--- config.mk ---
export PLATFORM = sky130hd
export DESIGN_NAME = load_store_unit_flat
export DESIGN_NICKNAME = d
export VERILOG_FILES = /design/src/rtl/load_store_unit_pkg.sv /design/src/rtl/load_store_unit_if.sv /design/src/rtl/lsu_lane_align.sv /design/src/rtl/load_store_unit.sv /design/src/flat_wrapper.sv
export SDC_FILE = /design/constraint.sdc
export NUM_CORES = 1
export LEC_CHECK = 0
export CAP_MARGIN = 0
export CORE_MARGIN = 2
export CORE_UTILIZATION = 29
export CTS_BUF_LIST = sky130_fd_sc_hd__clkbuf_16
export DETAILED_ROUTE_END_ITERATION = 10
export PLACE_DENSITY = 0.68
export SYNTH_ARGS = -nofsm -noshare
export SYNTH_HDL_FRONTEND = slang
export SYNTH_SLANG_ARGS = --single-unit
--- constraint.sdc ---
create_clock -name clk -period 2.6 [get_ports clk]
set_input_delay 0.65 -clock clk [delete_from_list [all_inputs] [get_ports clk]]
set_output_delay 0.65 -clock clk [all_outputs]
set_load 0.01 [all_outputs]
--- src/rtl/load_store_unit_pkg.sv ---
// Shared definitions for the load/store unit: width codes (funct3 encoding),
// FSM state type and the legality / alignment helpers used at acceptance.
package load_store_unit_pkg;

  // Width codes, identical to the decoder's funct3 field.
  localparam logic [2:0] LSU_B  = 3'b000;
  localparam logic [2:0] LSU_H  = 3'b001;
  localparam logic [2:0] LSU_W  = 3'b010;
  localparam logic [2:0] LSU_BU = 3'b100;
  localparam logic [2:0] LSU_HU = 3'b101;

  typedef enum logic [1:0] {
    StIdle,
    StBus,
    StResp
  } lsu_state_e;

  // Unsigned widths exist only for loads.
  function automatic logic lsu_legal(input logic is_store, input logic [2:0] rw_type);
    case (rw_type)
      LSU_B, LSU_H, LSU_W: return 1'b1;
      LSU_BU, LSU_HU:      return !is_store;
      default:             return 1'b0;
    endcase
  endfunction

  function automatic logic lsu_misaligned(input logic [2:0] rw_type, input logic [1:0] addr_lo);
    case (rw_type)
      LSU_H, LSU_HU: return addr_lo[0];
      LSU_W:         return addr_lo != 2'b00;
      default:       return 1'b0;
    endcase
  endfunction

endpackage

--- src/rtl/load_store_unit_if.sv ---
// Interface bundling the pipeline request/response handshake and the
// data-memory bus of the load/store unit.
//   master : the load/store unit itself (masters the data bus, answers requests)
//   slave  : the surrounding pipeline and memory model
interface load_store_unit_if #(
  parameter int unsigned ADDR_W = 32
);
  // Pipeline request
  logic              req_valid;
  logic              req_ready;
  logic              mem_rw;
  logic [2:0]        rw_type;
  logic [ADDR_W-1:0] addr;
  logic [31:0]       wdata;
  // Pipeline response
  logic              resp_valid;
  logic              resp_ready;
  logic [31:0]       resp_rdata;
  logic              resp_misaligned;
  logic              resp_illegal;
  logic              resp_buserr;
  // Data-memory bus
  logic              bus_req;
  logic              bus_we;
  logic [ADDR_W-1:0] bus_addr;
  logic [3:0]        bus_wstrb;
  logic [31:0]       bus_wdata;
  logic              bus_ack;
  logic [31:0]       bus_rdata;

  modport master (
    input  req_valid, mem_rw, rw_type, addr, wdata, resp_ready, bus_ack, bus_rdata,
    output req_ready, resp_valid, resp_rdata, resp_misaligned, resp_illegal, resp_buserr,
    output bus_req, bus_we, bus_addr, bus_wstrb, bus_wdata
  );

  modport slave (
    output req_valid, mem_rw, rw_type, addr, wdata, resp_ready, bus_ack, bus_rdata,
    input  req_ready, resp_valid, resp_rdata, resp_misaligned, resp_illegal, resp_buserr,
    input  bus_req, bus_we, bus_addr, bus_wstrb, bus_wdata
  );

endinterface

--- src/rtl/lsu_lane_align.sv ---
// Combinational byte-lane logic of the load/store unit.
//   Store side: replicates store data onto the lanes and builds write strobes
//               (strobes are zero for loads).
//   Load side : picks the byte/half at addr_lo_i out of the bus word and
//               sign- or zero-extends it according to rw_type_i.
// Ports: is_store_i, rw_type_i, addr_lo_i, wdata_i, rdata_i in;
//        wstrb_o, wdata_o, rdata_o out.
module lsu_lane_align
  import load_store_unit_pkg::*;
(
  input  logic        is_store_i,
  input  logic [2:0]  rw_type_i,
  input  logic [1:0]  addr_lo_i,
  input  logic [31:0] wdata_i,
  input  logic [31:0] rdata_i,
  output logic [3:0]  wstrb_o,
  output logic [31:0] wdata_o,
  output logic [31:0] rdata_o
);

  logic [7:0]  byte_sel;
  logic [15:0] half_sel;

  always_comb begin
    wstrb_o = 4'b0000;
    wdata_o = 32'h0;
    if (is_store_i) begin
      case (rw_type_i)
        LSU_B: begin
          wdata_o = {4{wdata_i[7:0]}};
          wstrb_o = 4'b0001 << addr_lo_i;
        end
        LSU_H: begin
          wdata_o = {2{wdata_i[15:0]}};
          wstrb_o = addr_lo_i[1] ? 4'b1100 : 4'b0011;
        end
        LSU_W: begin
          wdata_o = wdata_i;
          wstrb_o = 4'b1111;
        end
        default: begin
          wdata_o = 32'h0;
          wstrb_o = 4'b0000;
        end
      endcase
    end
  end

  always_comb begin
    case (addr_lo_i)
      2'd0:    byte_sel = rdata_i[7:0];
      2'd1:    byte_sel = rdata_i[15:8];
      2'd2:    byte_sel = rdata_i[23:16];
      default: byte_sel = rdata_i[31:24];
    endcase
    half_sel = addr_lo_i[1] ? rdata_i[31:16] : rdata_i[15:0];
  end

  always_comb begin
    case (rw_type_i)
      LSU_B:   rdata_o = {{24{byte_sel[7]}}, byte_sel};
      LSU_BU:  rdata_o = {24'h0, byte_sel};
      LSU_H:   rdata_o = {{16{half_sel[15]}}, half_sel};
      LSU_HU:  rdata_o = {16'h0, half_sel};
      LSU_W:   rdata_o = rdata_i;
      default: rdata_o = 32'h0;
    endcase
  end

endmodule

--- src/rtl/load_store_unit.sv ---
// Load/store unit: accepts one memory op at a time from the pipeline, checks
// legality/alignment, runs a single data-bus transaction with optional
// timeout, and returns extended load data or a fault status.
// Ports: clk, rst_n (synchronous, active-low); lsu_if (master modport) carries
// the request/response handshake and the data-memory bus.
// Flow: IDLE -accept-> BUS -ack/timeout-> (bus_req drops) -> RESP -resp_ready-> IDLE.
// Faulting ops skip BUS and go straight to RESP.
module load_store_unit
  import load_store_unit_pkg::*;
#(
  parameter int unsigned ADDR_W         = 32,
  parameter int unsigned TIMEOUT_CYCLES = 16
) (
  input logic                    clk,
  input logic                    rst_n,
  load_store_unit_if.master      lsu_if
);

  localparam int unsigned CntW = (TIMEOUT_CYCLES > 0) ? $clog2(TIMEOUT_CYCLES + 1) : 1;

  lsu_state_e        state_q, state_d;
  logic [2:0]        rw_type_q, rw_type_d;
  logic [1:0]        addr_lo_q, addr_lo_d;
  logic              bus_req_q, bus_req_d;
  logic              bus_we_q, bus_we_d;
  logic [ADDR_W-1:0] bus_addr_q, bus_addr_d;
  logic [3:0]        bus_wstrb_q, bus_wstrb_d;
  logic [31:0]       bus_wdata_q, bus_wdata_d;
  logic [31:0]       rdata_q, rdata_d;
  logic              mis_q, mis_d;
  logic              ill_q, ill_d;
  logic              buserr_q, buserr_d;
  logic [CntW-1:0]   cnt_q, cnt_d;

  logic        in_idle;
  logic [2:0]  align_type;
  logic [1:0]  align_lo;
  logic [3:0]  align_wstrb;
  logic [31:0] align_wdata;
  logic [31:0] align_rdata;
  logic        req_illegal;
  logic        req_misaligned;
  logic [CntW-1:0] cnt_inc;

  // One aligner serves both directions: live request fields while idle
  // (store steering), latched fields afterwards (load extraction).
  assign in_idle    = (state_q == StIdle);
  assign align_type = in_idle ? lsu_if.rw_type : rw_type_q;
  assign align_lo   = in_idle ? lsu_if.addr[1:0] : addr_lo_q;

  lsu_lane_align u_lane_align (
    .is_store_i (lsu_if.mem_rw),
    .rw_type_i  (align_type),
    .addr_lo_i  (align_lo),
    .wdata_i    (lsu_if.wdata),
    .rdata_i    (lsu_if.bus_rdata),
    .wstrb_o    (align_wstrb),
    .wdata_o    (align_wdata),
    .rdata_o    (align_rdata)
  );

  assign req_illegal    = !lsu_legal(lsu_if.mem_rw, lsu_if.rw_type);
  assign req_misaligned = !req_illegal && lsu_misaligned(lsu_if.rw_type, lsu_if.addr[1:0]);
  assign cnt_inc        = cnt_q + CntW'(1);

  // State register
  always_ff @(posedge clk) begin
    if (!rst_n) begin
      state_q     <= StIdle;
      rw_type_q   <= 3'b000;
      addr_lo_q   <= 2'b00;
      bus_req_q   <= 1'b0;
      bus_we_q    <= 1'b0;
      bus_addr_q  <= '0;
      bus_wstrb_q <= 4'b0000;
      bus_wdata_q <= 32'h0;
      rdata_q     <= 32'h0;
      mis_q       <= 1'b0;
      ill_q       <= 1'b0;
      buserr_q    <= 1'b0;
      cnt_q       <= '0;
    end else begin
      state_q     <= state_d;
      rw_type_q   <= rw_type_d;
      addr_lo_q   <= addr_lo_d;
      bus_req_q   <= bus_req_d;
      bus_we_q    <= bus_we_d;
      bus_addr_q  <= bus_addr_d;
      bus_wstrb_q <= bus_wstrb_d;
      bus_wdata_q <= bus_wdata_d;
      rdata_q     <= rdata_d;
      mis_q       <= mis_d;
      ill_q       <= ill_d;
      buserr_q    <= buserr_d;
      cnt_q       <= cnt_d;
    end
  end

  // Next-state logic
  always_comb begin
    state_d     = state_q;
    rw_type_d   = rw_type_q;
    addr_lo_d   = addr_lo_q;
    bus_req_d   = bus_req_q;
    bus_we_d    = bus_we_q;
    bus_addr_d  = bus_addr_q;
    bus_wstrb_d = bus_wstrb_q;
    bus_wdata_d = bus_wdata_q;
    rdata_d     = rdata_q;
    mis_d       = mis_q;
    ill_d       = ill_q;
    buserr_d    = buserr_q;
    cnt_d       = cnt_q;

    unique case (state_q)
      StIdle: begin
        if (lsu_if.req_valid) begin
          rw_type_d = lsu_if.rw_type;
          addr_lo_d = lsu_if.addr[1:0];
          rdata_d   = 32'h0;
          if (req_illegal || req_misaligned) begin
            ill_d   = req_illegal;
            mis_d   = req_misaligned;
            state_d = StResp;
          end else begin
            bus_req_d   = 1'b1;
            bus_we_d    = lsu_if.mem_rw;
            bus_addr_d  = {lsu_if.addr[ADDR_W-1:2], 2'b00};
            bus_wstrb_d = align_wstrb;
            bus_wdata_d = align_wdata;
            cnt_d       = '0;
            state_d     = StBus;
          end
        end
      end
      StBus: begin
        if (!bus_req_q) begin
          // bus_req already dropped on the previous edge; hand over the result.
          state_d = StResp;
        end else if (lsu_if.bus_ack) begin
          rdata_d   = bus_we_q ? 32'h0 : align_rdata;
          bus_req_d = 1'b0;
          cnt_d     = '0;
        end else if (TIMEOUT_CYCLES != 0 && cnt_inc == CntW'(TIMEOUT_CYCLES)) begin
          rdata_d   = 32'h0;
          buserr_d  = 1'b1;
          bus_req_d = 1'b0;
          cnt_d     = '0;
        end else if (TIMEOUT_CYCLES != 0) begin
          cnt_d = cnt_inc;
        end
      end
      StResp: begin
        if (lsu_if.resp_ready) begin
          rdata_d  = 32'h0;
          mis_d    = 1'b0;
          ill_d    = 1'b0;
          buserr_d = 1'b0;
          state_d  = StIdle;
        end
      end
      default: state_d = StIdle;
    endcase
  end

  // Outputs
  always_comb begin
    lsu_if.req_ready       = (state_q == StIdle);
    lsu_if.resp_valid      = (state_q == StResp);
    lsu_if.resp_rdata      = rdata_q;
    lsu_if.resp_misaligned = mis_q;
    lsu_if.resp_illegal    = ill_q;
    lsu_if.resp_buserr     = buserr_q;
    lsu_if.bus_req         = bus_req_q;
    lsu_if.bus_we          = bus_we_q;
    lsu_if.bus_addr        = bus_addr_q;
    lsu_if.bus_wstrb       = bus_wstrb_q;
    lsu_if.bus_wdata       = bus_wdata_q;
  end

endmodule

--- src/flat_wrapper.sv ---
// flat-port wrapper written by rule: the top's interface ports become plain ports
module load_store_unit_flat import load_store_unit_pkg::*;
#(
  parameter int unsigned ADDR_W         = 32,
  parameter int unsigned TIMEOUT_CYCLES = 16
)
  (clk, rst_n, lsu_if_req_valid, lsu_if_mem_rw, lsu_if_rw_type, lsu_if_addr, lsu_if_wdata, lsu_if_resp_ready, lsu_if_bus_ack, lsu_if_bus_rdata, lsu_if_req_ready, lsu_if_resp_valid, lsu_if_resp_rdata, lsu_if_resp_misaligned, lsu_if_resp_illegal, lsu_if_resp_buserr, lsu_if_bus_req, lsu_if_bus_we, lsu_if_bus_addr, lsu_if_bus_wstrb, lsu_if_bus_wdata);
  load_store_unit_if #(.ADDR_W(ADDR_W)) lsu_if_i ();
  input logic clk;
  input logic rst_n;
  input wire logic [$bits(lsu_if_i.req_valid)-1:0] lsu_if_req_valid;
  input wire logic [$bits(lsu_if_i.mem_rw)-1:0] lsu_if_mem_rw;
  input wire logic [$bits(lsu_if_i.rw_type)-1:0] lsu_if_rw_type;
  input wire logic [$bits(lsu_if_i.addr)-1:0] lsu_if_addr;
  input wire logic [$bits(lsu_if_i.wdata)-1:0] lsu_if_wdata;
  input wire logic [$bits(lsu_if_i.resp_ready)-1:0] lsu_if_resp_ready;
  input wire logic [$bits(lsu_if_i.bus_ack)-1:0] lsu_if_bus_ack;
  input wire logic [$bits(lsu_if_i.bus_rdata)-1:0] lsu_if_bus_rdata;
  output wire logic [$bits(lsu_if_i.req_ready)-1:0] lsu_if_req_ready;
  output wire logic [$bits(lsu_if_i.resp_valid)-1:0] lsu_if_resp_valid;
  output wire logic [$bits(lsu_if_i.resp_rdata)-1:0] lsu_if_resp_rdata;
  output wire logic [$bits(lsu_if_i.resp_misaligned)-1:0] lsu_if_resp_misaligned;
  output wire logic [$bits(lsu_if_i.resp_illegal)-1:0] lsu_if_resp_illegal;
  output wire logic [$bits(lsu_if_i.resp_buserr)-1:0] lsu_if_resp_buserr;
  output wire logic [$bits(lsu_if_i.bus_req)-1:0] lsu_if_bus_req;
  output wire logic [$bits(lsu_if_i.bus_we)-1:0] lsu_if_bus_we;
  output wire logic [$bits(lsu_if_i.bus_addr)-1:0] lsu_if_bus_addr;
  output wire logic [$bits(lsu_if_i.bus_wstrb)-1:0] lsu_if_bus_wstrb;
  output wire logic [$bits(lsu_if_i.bus_wdata)-1:0] lsu_if_bus_wdata;
  assign lsu_if_i.req_valid = lsu_if_req_valid;
  assign lsu_if_i.mem_rw = lsu_if_mem_rw;
  assign lsu_if_i.rw_type = lsu_if_rw_type;
  assign lsu_if_i.addr = lsu_if_addr;
  assign lsu_if_i.wdata = lsu_if_wdata;
  assign lsu_if_i.resp_ready = lsu_if_resp_ready;
  assign lsu_if_i.bus_ack = lsu_if_bus_ack;
  assign lsu_if_i.bus_rdata = lsu_if_bus_rdata;
  assign lsu_if_req_ready = lsu_if_i.req_ready;
  assign lsu_if_resp_valid = lsu_if_i.resp_valid;
  assign lsu_if_resp_rdata = lsu_if_i.resp_rdata;
  assign lsu_if_resp_misaligned = lsu_if_i.resp_misaligned;
  assign lsu_if_resp_illegal = lsu_if_i.resp_illegal;
  assign lsu_if_resp_buserr = lsu_if_i.resp_buserr;
  assign lsu_if_bus_req = lsu_if_i.bus_req;
  assign lsu_if_bus_we = lsu_if_i.bus_we;
  assign lsu_if_bus_addr = lsu_if_i.bus_addr;
  assign lsu_if_bus_wstrb = lsu_if_i.bus_wstrb;
  assign lsu_if_bus_wdata = lsu_if_i.bus_wdata;
  load_store_unit #(.ADDR_W(ADDR_W), .TIMEOUT_CYCLES(TIMEOUT_CYCLES)) u_core (.clk(clk), .rst_n(rst_n), .lsu_if(lsu_if_i));
endmodule
**Word level (Yosys, flattened, before mapping)**

Cells that the tools add are included.

- Latch bits: 0
- Memories kept: 0
- Output and inout bits: 107
- Input port bits: 105
- RAM bits: 0
- Register bits after elaboration: 115
- Memory bits (read-only): 0
- Word-level logic and storage cells: 109

- Divide/modulo/power cells: 0
- Order comparisons: 0
- $add $sub $neg: 1
- Shifts and indexed selects: 1
- Bitwise logic cells: 1
- Equal/unequal tests: 22
- Reductions and logical operators: 24
- Multiply operators: 0
- Multiplexer cells: 47

Operator list:

| kind | count |
|---|---|
| $mux 32 | 7 |
| $pmux 32 s3 | 2 |
| $pmux 32 s5 | 1 |
| $mux 5 | 5 |
| $pmux 8 s3 | 1 |
| $mux 16 | 1 |
| $mux 1 | 13 |
| $eq 3x3->1 const B | 4 |
| $ne 2x2->1 const B | 6 |
| $pmux 1 s2 | 6 |
| $pmux 4 s3 | 1 |
| $mux 2 | 5 |
| $pmux 5 s2 | 1 |
| $reduce_and 5->1 | 2 |
| $reduce_and 3->1 | 3 |
| $mux 4 | 2 |
| $reduce_and 4->1 | 2 |
| $reduce_bool 2->1 | 4 |
| $eq 3x1->1 const B | 2 |
| $eq 3x2->1 const B | 2 |
| $logic_not 3->1 | 2 |
| $pmux 2 s3 | 1 |
| $add 5x1->5 const B | 1 |
| $eq 5x5->1 const B | 1 |
| 15 further kinds | 21 |

**Depth between registers and ports, before layout**

- Word-level depth: 9
- Mapped depth: 10
- Mapped depth without buffers: 7

**Cells and area by module**

From an unflattened synthesis, not the netlist that was laid out.

- Cell total of the unflattened synthesis: 790
- Area total of the unflattened synthesis: 6332.3 um^2

Modules (own cells, without submodules):

| module | times used | cells an instance | area each (um^2) | seq. area each (um^2) |
|---|---|---|---|---|
| load_store_unit | 1 | 547 | 4717.0 | 2302.2 |
| lsu_lane_align | 1 | 243 | 1615.3 | 0.0 |

**Worst setup path before layout**

No wires, ideal clock.

- Path kind: input port to flip-flop
- Start point: input port lsu_if_rw_type[0]
- End point: register u_core.rdata_q[29] (netlist: u_core.lsu_if.resp_rdata[29])
- Stages: 8
- Required time: 2473 ps
- Setup slack: 275 ps
- Setup time: 127 ps
- Arrival: 2197 ps
- Path through: clkbuf_1 nor2_1 o21ai_1 nor2_2 a32oi_2 buf_2 a21boi_1 o2bb2ai_1

- Longest elaborated chain between the ends: 7
- Elaborated cells between the ends (all ways): 11

Ends and longest elaborated chain:

| element | RTL line | text |
|---|---|---|
| from (decl) | flat_wrapper.sv:13 | `input wire logic [$bits(lsu_if_i.rw_type)-1:0] lsu_if_rw_type;` |
| $mux 3 * | load_store_unit.sv:48 | `assign align_type = in_idle ? lsu_if.rw_type : rw_type_q;` |
| $eq 3x2->1 (tied with other cells) | lsu_lane_align.sv:60 | `case (rw_type_i)` |
| $pmux 32 s5 * | lsu_lane_align.sv:60 |  |
| $mux 32 * | load_store_unit.sv:141 | `rdata_d = bus_we_q ? 32'h0 : align_rdata;` |
| $mux 32 * | load_store_unit.sv:140 | `end else if (lsu_if.bus_ack) begin` |
| $mux 32 * | load_store_unit.sv:137 | `if (!bus_req_q) begin` |
| $pmux 32 s3 * | load_store_unit.sv:115 | `unique case (state_q)` |
| to (signal assigned) | load_store_unit.sv:91 | `rdata_q <= rdata_d;` |
| to (decl) | load_store_unit.sv:29 | `logic [31:0] rdata_q, rdata_d;` |

Every way passes the cells marked *; elsewhere a longest branch is shown, timed or not. The select of a mux whose other input is x is not followed.
A chain may end at the register's enable or synchronous reset.

**Final worst setup path**

- Start point: register u_core.state_q[1]
- End point: register u_core.rdata_q[9] (netlist: u_core.lsu_if.resp_rdata[9])

- Longest elaborated chain between the ends: 9
- Elaborated cells between the ends (all ways): 26

Ends and longest elaborated chain:

| element | RTL line | text |
|---|---|---|
| from (decl) | load_store_unit.sv:21 | `lsu_state_e state_q, state_d;` |
| from (signal assigned) | load_store_unit.sv:69 | `state_q <= StIdle;` |
| from (signal assigned) | load_store_unit.sv:83 | `state_q <= state_d;` |
| $logic_not 2->1 | load_store_unit.sv:47, load_store_unit.sv:115 |  |
| $mux 2 | load_store_unit.sv:49 | `assign align_lo = in_idle ? lsu_if.addr[1:0] : addr_lo_q;` |
| $eq 2x2->1 (tied with other cells) | lsu_lane_align.sv:50 | `case (addr_lo_i)` |
| $pmux 8 s3 | lsu_lane_align.sv:50 |  |
| $pmux 32 s5 | lsu_lane_align.sv:60 |  |
| $mux 32 | load_store_unit.sv:141 |  |
| $mux 32 | load_store_unit.sv:140 |  |
| $mux 32 | load_store_unit.sv:137 |  |
| $pmux 32 s3 | load_store_unit.sv:115 |  |

Parallel ways exist; a longest one is shown, timed or not. The select of a mux whose other input is x is not followed.

==> flow_metrics.py <==
metrics = {
    "run_status": {
        "status": "finished clean",
    },
    "global_routing": {
        "grtUsageTotal": 0.188,
        "grt_pass1_vias": 5428,
        "grt_max_degree": 82,
        "grt_pass1_wl_microns": 29300,
        "grt-ovfl-total": 0,
        "antenna_found_initial": 0,
    },
    "worst_setup_path": {
        "r2r-end": "u_core.lsu_if.resp_rdata[9]",
        "crit_path_max_fanout": 10,
        "cp.depth": 7,
        "critPathLaunch": "u_core.state_q[1]",
        "crit_arrival_ns": 2.77,
        "reg2reg_slack_ns": 0.11,
        "cp_num_buf_inv": 1,
        "rr_startpoint": "u_core.state_q[1]",
        "crit_path_cell_trace": "or2_1 > inv_6 > mux2i_4 > mux4_2 > and2_1 > a221oi_2 > o22ai_1",
        "worst_setup_path_end_kind": "flop",
        "cpMaxStageDelayCell": "mux4_2",
        "crit_type": "flop to flop",
        "cp-endpoint": "u_core.lsu_if.resp_rdata[9]",
        "cp-start-kind": "flop",
        "max_stage_delay_ns": 0.54,
        "reg2reg_depth": 7,
        "required_ns": 2.88,
        "cp_top_family": "multiplexers",
    },
    "yosys": {
        "asyncSetResetFlopFracSynth": 0,
        "avgSynthCellArea_sq_um": 8.72,
        "syn_inst": 608,
        "synth_commonest_cells": "dfxtp_1 (115), nand2_1 (93), a21oi_1 (58)",
        "ys_types": 57,
        "yosysSeqAreaShare": 0.434,
        "ys_ff_latch": 115,
        "synth_most_common_cell": "dfxtp_1",
        "synth_area_leaders": "dfxtp_1 (43%), nand2_1 (6.6%), a21oi_1 (5.5%)",
        "synthFlopType": "dfxtp_1",
        "synth_top_area_share": 0.434,
        "ys_warn_count": 0,
        "synth_top_area_cell": "dfxtp_1",
        "synth_edf_count": 0,
        "synth_area_sq_um": 5300,
    },
    "finish": {
        "drive_gt1_frac": 0.141,
        "area_growth_pct": 64.1,
        "layout.nets": 959,
        "fin_util": 0.484,
        "n_antenna_cell": 0,
    },
    "timing": {
        "rsz0062_at_grt": "no",
        "relSlewSlack": 0.640,
        "hold_viol_final": 0,
        "slew_violations": 0,
        "max_freq_mhz": 402,
        "holdWs_ns": 0.447,
        "setup-violations-final": 0,
        "period_needed_ns": 2.49,
        "finalWorstSetupSlack_ns": 0.110,
        "post-route-period-util": 0.958,
        "worstMarginPinSlew_ns": 0.536,
        "clock_skew_ns": 0.00925,
    },
    "route": {
        "wire_per_inst_microns": 16.8,
        "vias": 5535,
        "firstDrtPassIters": 5,
        "drt-total-wl_microns": 18500,
        "drc": 0,
        "ant_nets": 0,
        "drt-initial-drc-count": 279,
        "via_per_inst": 5.05,
    },
    "floorplanning": {
        "die_w_microns": 139,
        "core-area_sq_um": 18000,
        "rows": 49,
        "dieArea_sq_um": 19400,
        "die_h_microns": 139,
        "start_util": 0.295,
        "ios": 212,
    },
    "cts": {
        "clkLatencyLatePin_ns": 0.41,
        "cts_tree": "yes",
        "htree_levels": 4,
        "clock-sinks": 115,
        "cts_made_buffers": 17,
        "path_clk_slew_ns": 0.06,
        "cts_buffer_depth": 2,
        "cts_root_buf": "clkbuf_16",
        "holdBufCountCts": 0,
    },
    "placement": {
        "dp_slack_ns": -0.135,
        "gp_congestion": 0.834,
        "dp_hpwl_microns": 13500,
        "port_buffers": 209,
    },
    "power": {
        "ir_drop_mv": 0.438,
        "power_density_nw_per_um2": 609,
        "power_leakage_nw": 3.18,
    },
    "min_path": {
        "hold_depth": 2,
        "hold_class": "flop to flop",
    },
    "run": {
        "maxCapViolCount": 0,
    },
}
-- worst min-delay path by stage --
stage                                     startpoint                         end  slack [ns]
final                     u_core.lsu_if.bus_wstrb[1]  u_core.lsu_if.bus_wstrb[1]        0.45
after global routing      u_core.lsu_if.bus_addr[25]  u_core.lsu_if.bus_addr[25]        0.47
after CTS                 u_core.lsu_if.bus_wstrb[1]  u_core.lsu_if.bus_wstrb[1]        0.45
after detailed placement  u_core.lsu_if.bus_wstrb[1]  u_core.lsu_if.bus_wstrb[1]        0.45
after global placement    u_core.lsu_if.bus_wdata[0]  u_core.lsu_if.bus_wdata[0]        0.44
after floorplan                      u_core.cnt_q[4]             u_core.cnt_q[4]        0.45
-- report_power, final --
part,internal (W),switching (W)
sequential,0.00181,0.0000287
clock,0.00151,0.000889
combinational,0.000563,0.000499
total,0.00389,0.00142
-- flip-flops by register name, indices dropped and copies added (netlist names) --
signal,count
u_core.lsu_if.resp_misaligned,1
u_core.lsu_if.bus_addr,30
u_core.lsu_if.bus_we,1
u_core.addr_lo_q,2
u_core.cnt_q,5
u_core.lsu_if.bus_wdata,32
u_core.lsu_if.resp_illegal,1
u_core.rw_type_q,3
u_core.state_q,2
u_core.lsu_if.bus_wstrb,4
u_core.lsu_if.resp_buserr,1
u_core.lsu_if.bus_req,1
u_core.lsu_if.resp_rdata,32
-- tightest hold or removal path: stages, from the launching register on --
cell     delay (ns)
dfxtp_1        0.30
nand2_1        0.05
a21oi_1        0.05
-- final cells by class --
class | count | area (sq um)
fillers | 1742 | 9270
multi-input cells | 437 | 2760
repair buffers | 273 | 2710
flip-flops and latches | 115 | 2300
clock buffers | 17 | 425
well taps | 229 | 287
clock inverters | 15 | 180
inverters | 9 | 38.8
-- metrics by stage --
stage | cell area, sq um | std cells | setup TNS, ns | power [W]
2_1_floorplan | 5310 | 609 | 0 | 0.00238
3_5_place_dp | 8080 | 1063 | -4.11 | 0.00293
3_3_place_gp | 8080 | 1063 | -2.81 | 0.00293
4_1_cts | 8690 | 1095 | 0 | 0.00536
6_report | 8700 | 1095 | 0 | 0.00530
5_1_grt | 8700 | 1095 | 0 | 0.00553
-- what timing repair did --
action                     4_1_cts  5_1_grt
resized for setup                0        2
setup endpoints to repair        0       21
setup buffers                    0        0
-- metal layers --
metal  track usage  routed length [microns]  vias to the layer above
met5             0                        0                        -
met3        0.0666                     1440                       23
met2         0.305                     8590                      194
met4        0.0569                      276                        0
li1              -                        -                     2712
met1         0.236                     8150                     2606
-- logic make-up (layout without fill, tap and decap cells) --
kind of cell / count (synthesis) / count (layout) / synth area share
AND/OR/NAND/NOR: 196 / 196 / 0.160
adder cells (fa/ha/maj): 1 / 1 / 0.00236
flip-flops: 115 / 115 / 0.434
other: 1 / 2 / 0.000707
multiplexers: 28 / 28 / 0.0571
buffers and inverters: 57 / 314 / 0.0491
AO/OA/AOI/OAI: 210 / 210 / 0.296
-- placed cells by master (no fill, tap or decap), types with 4 or more instances in the layout --
| cell type | instances |
|---|---|
| a22oi_1 | 24 |
| o2bb2ai_1 | 33 |
| clkinv_4 | 4 |
| inv_1 | 6 |
| nor2_1 | 55 |
| nor2_2 | 4 |
| clkdlybuf4s50_1 | 209 |
| a221oi_1 | 8 |
| buf_4 | 53 |
| nand3_1 | 13 |
| clkbuf_16 | 17 |
| a2111oi_0 | 6 |
| a21boi_1 | 16 |
| a221oi_2 | 8 |
| nand2_1 | 92 |
| mux2_2 | 4 |
| o21ai_0 | 8 |
| and2_1 | 6 |
| dfxtp_1 | 115 |
| mux2i_1 | 21 |
| a22o_1 | 16 |
| inv_6 | 4 |
| a21oi_1 | 58 |
| o22ai_1 | 11 |
| nor2b_1 | 11 |
| buf_12 | 11 |
Note: power is estimated with default switching activity, not from simulation.
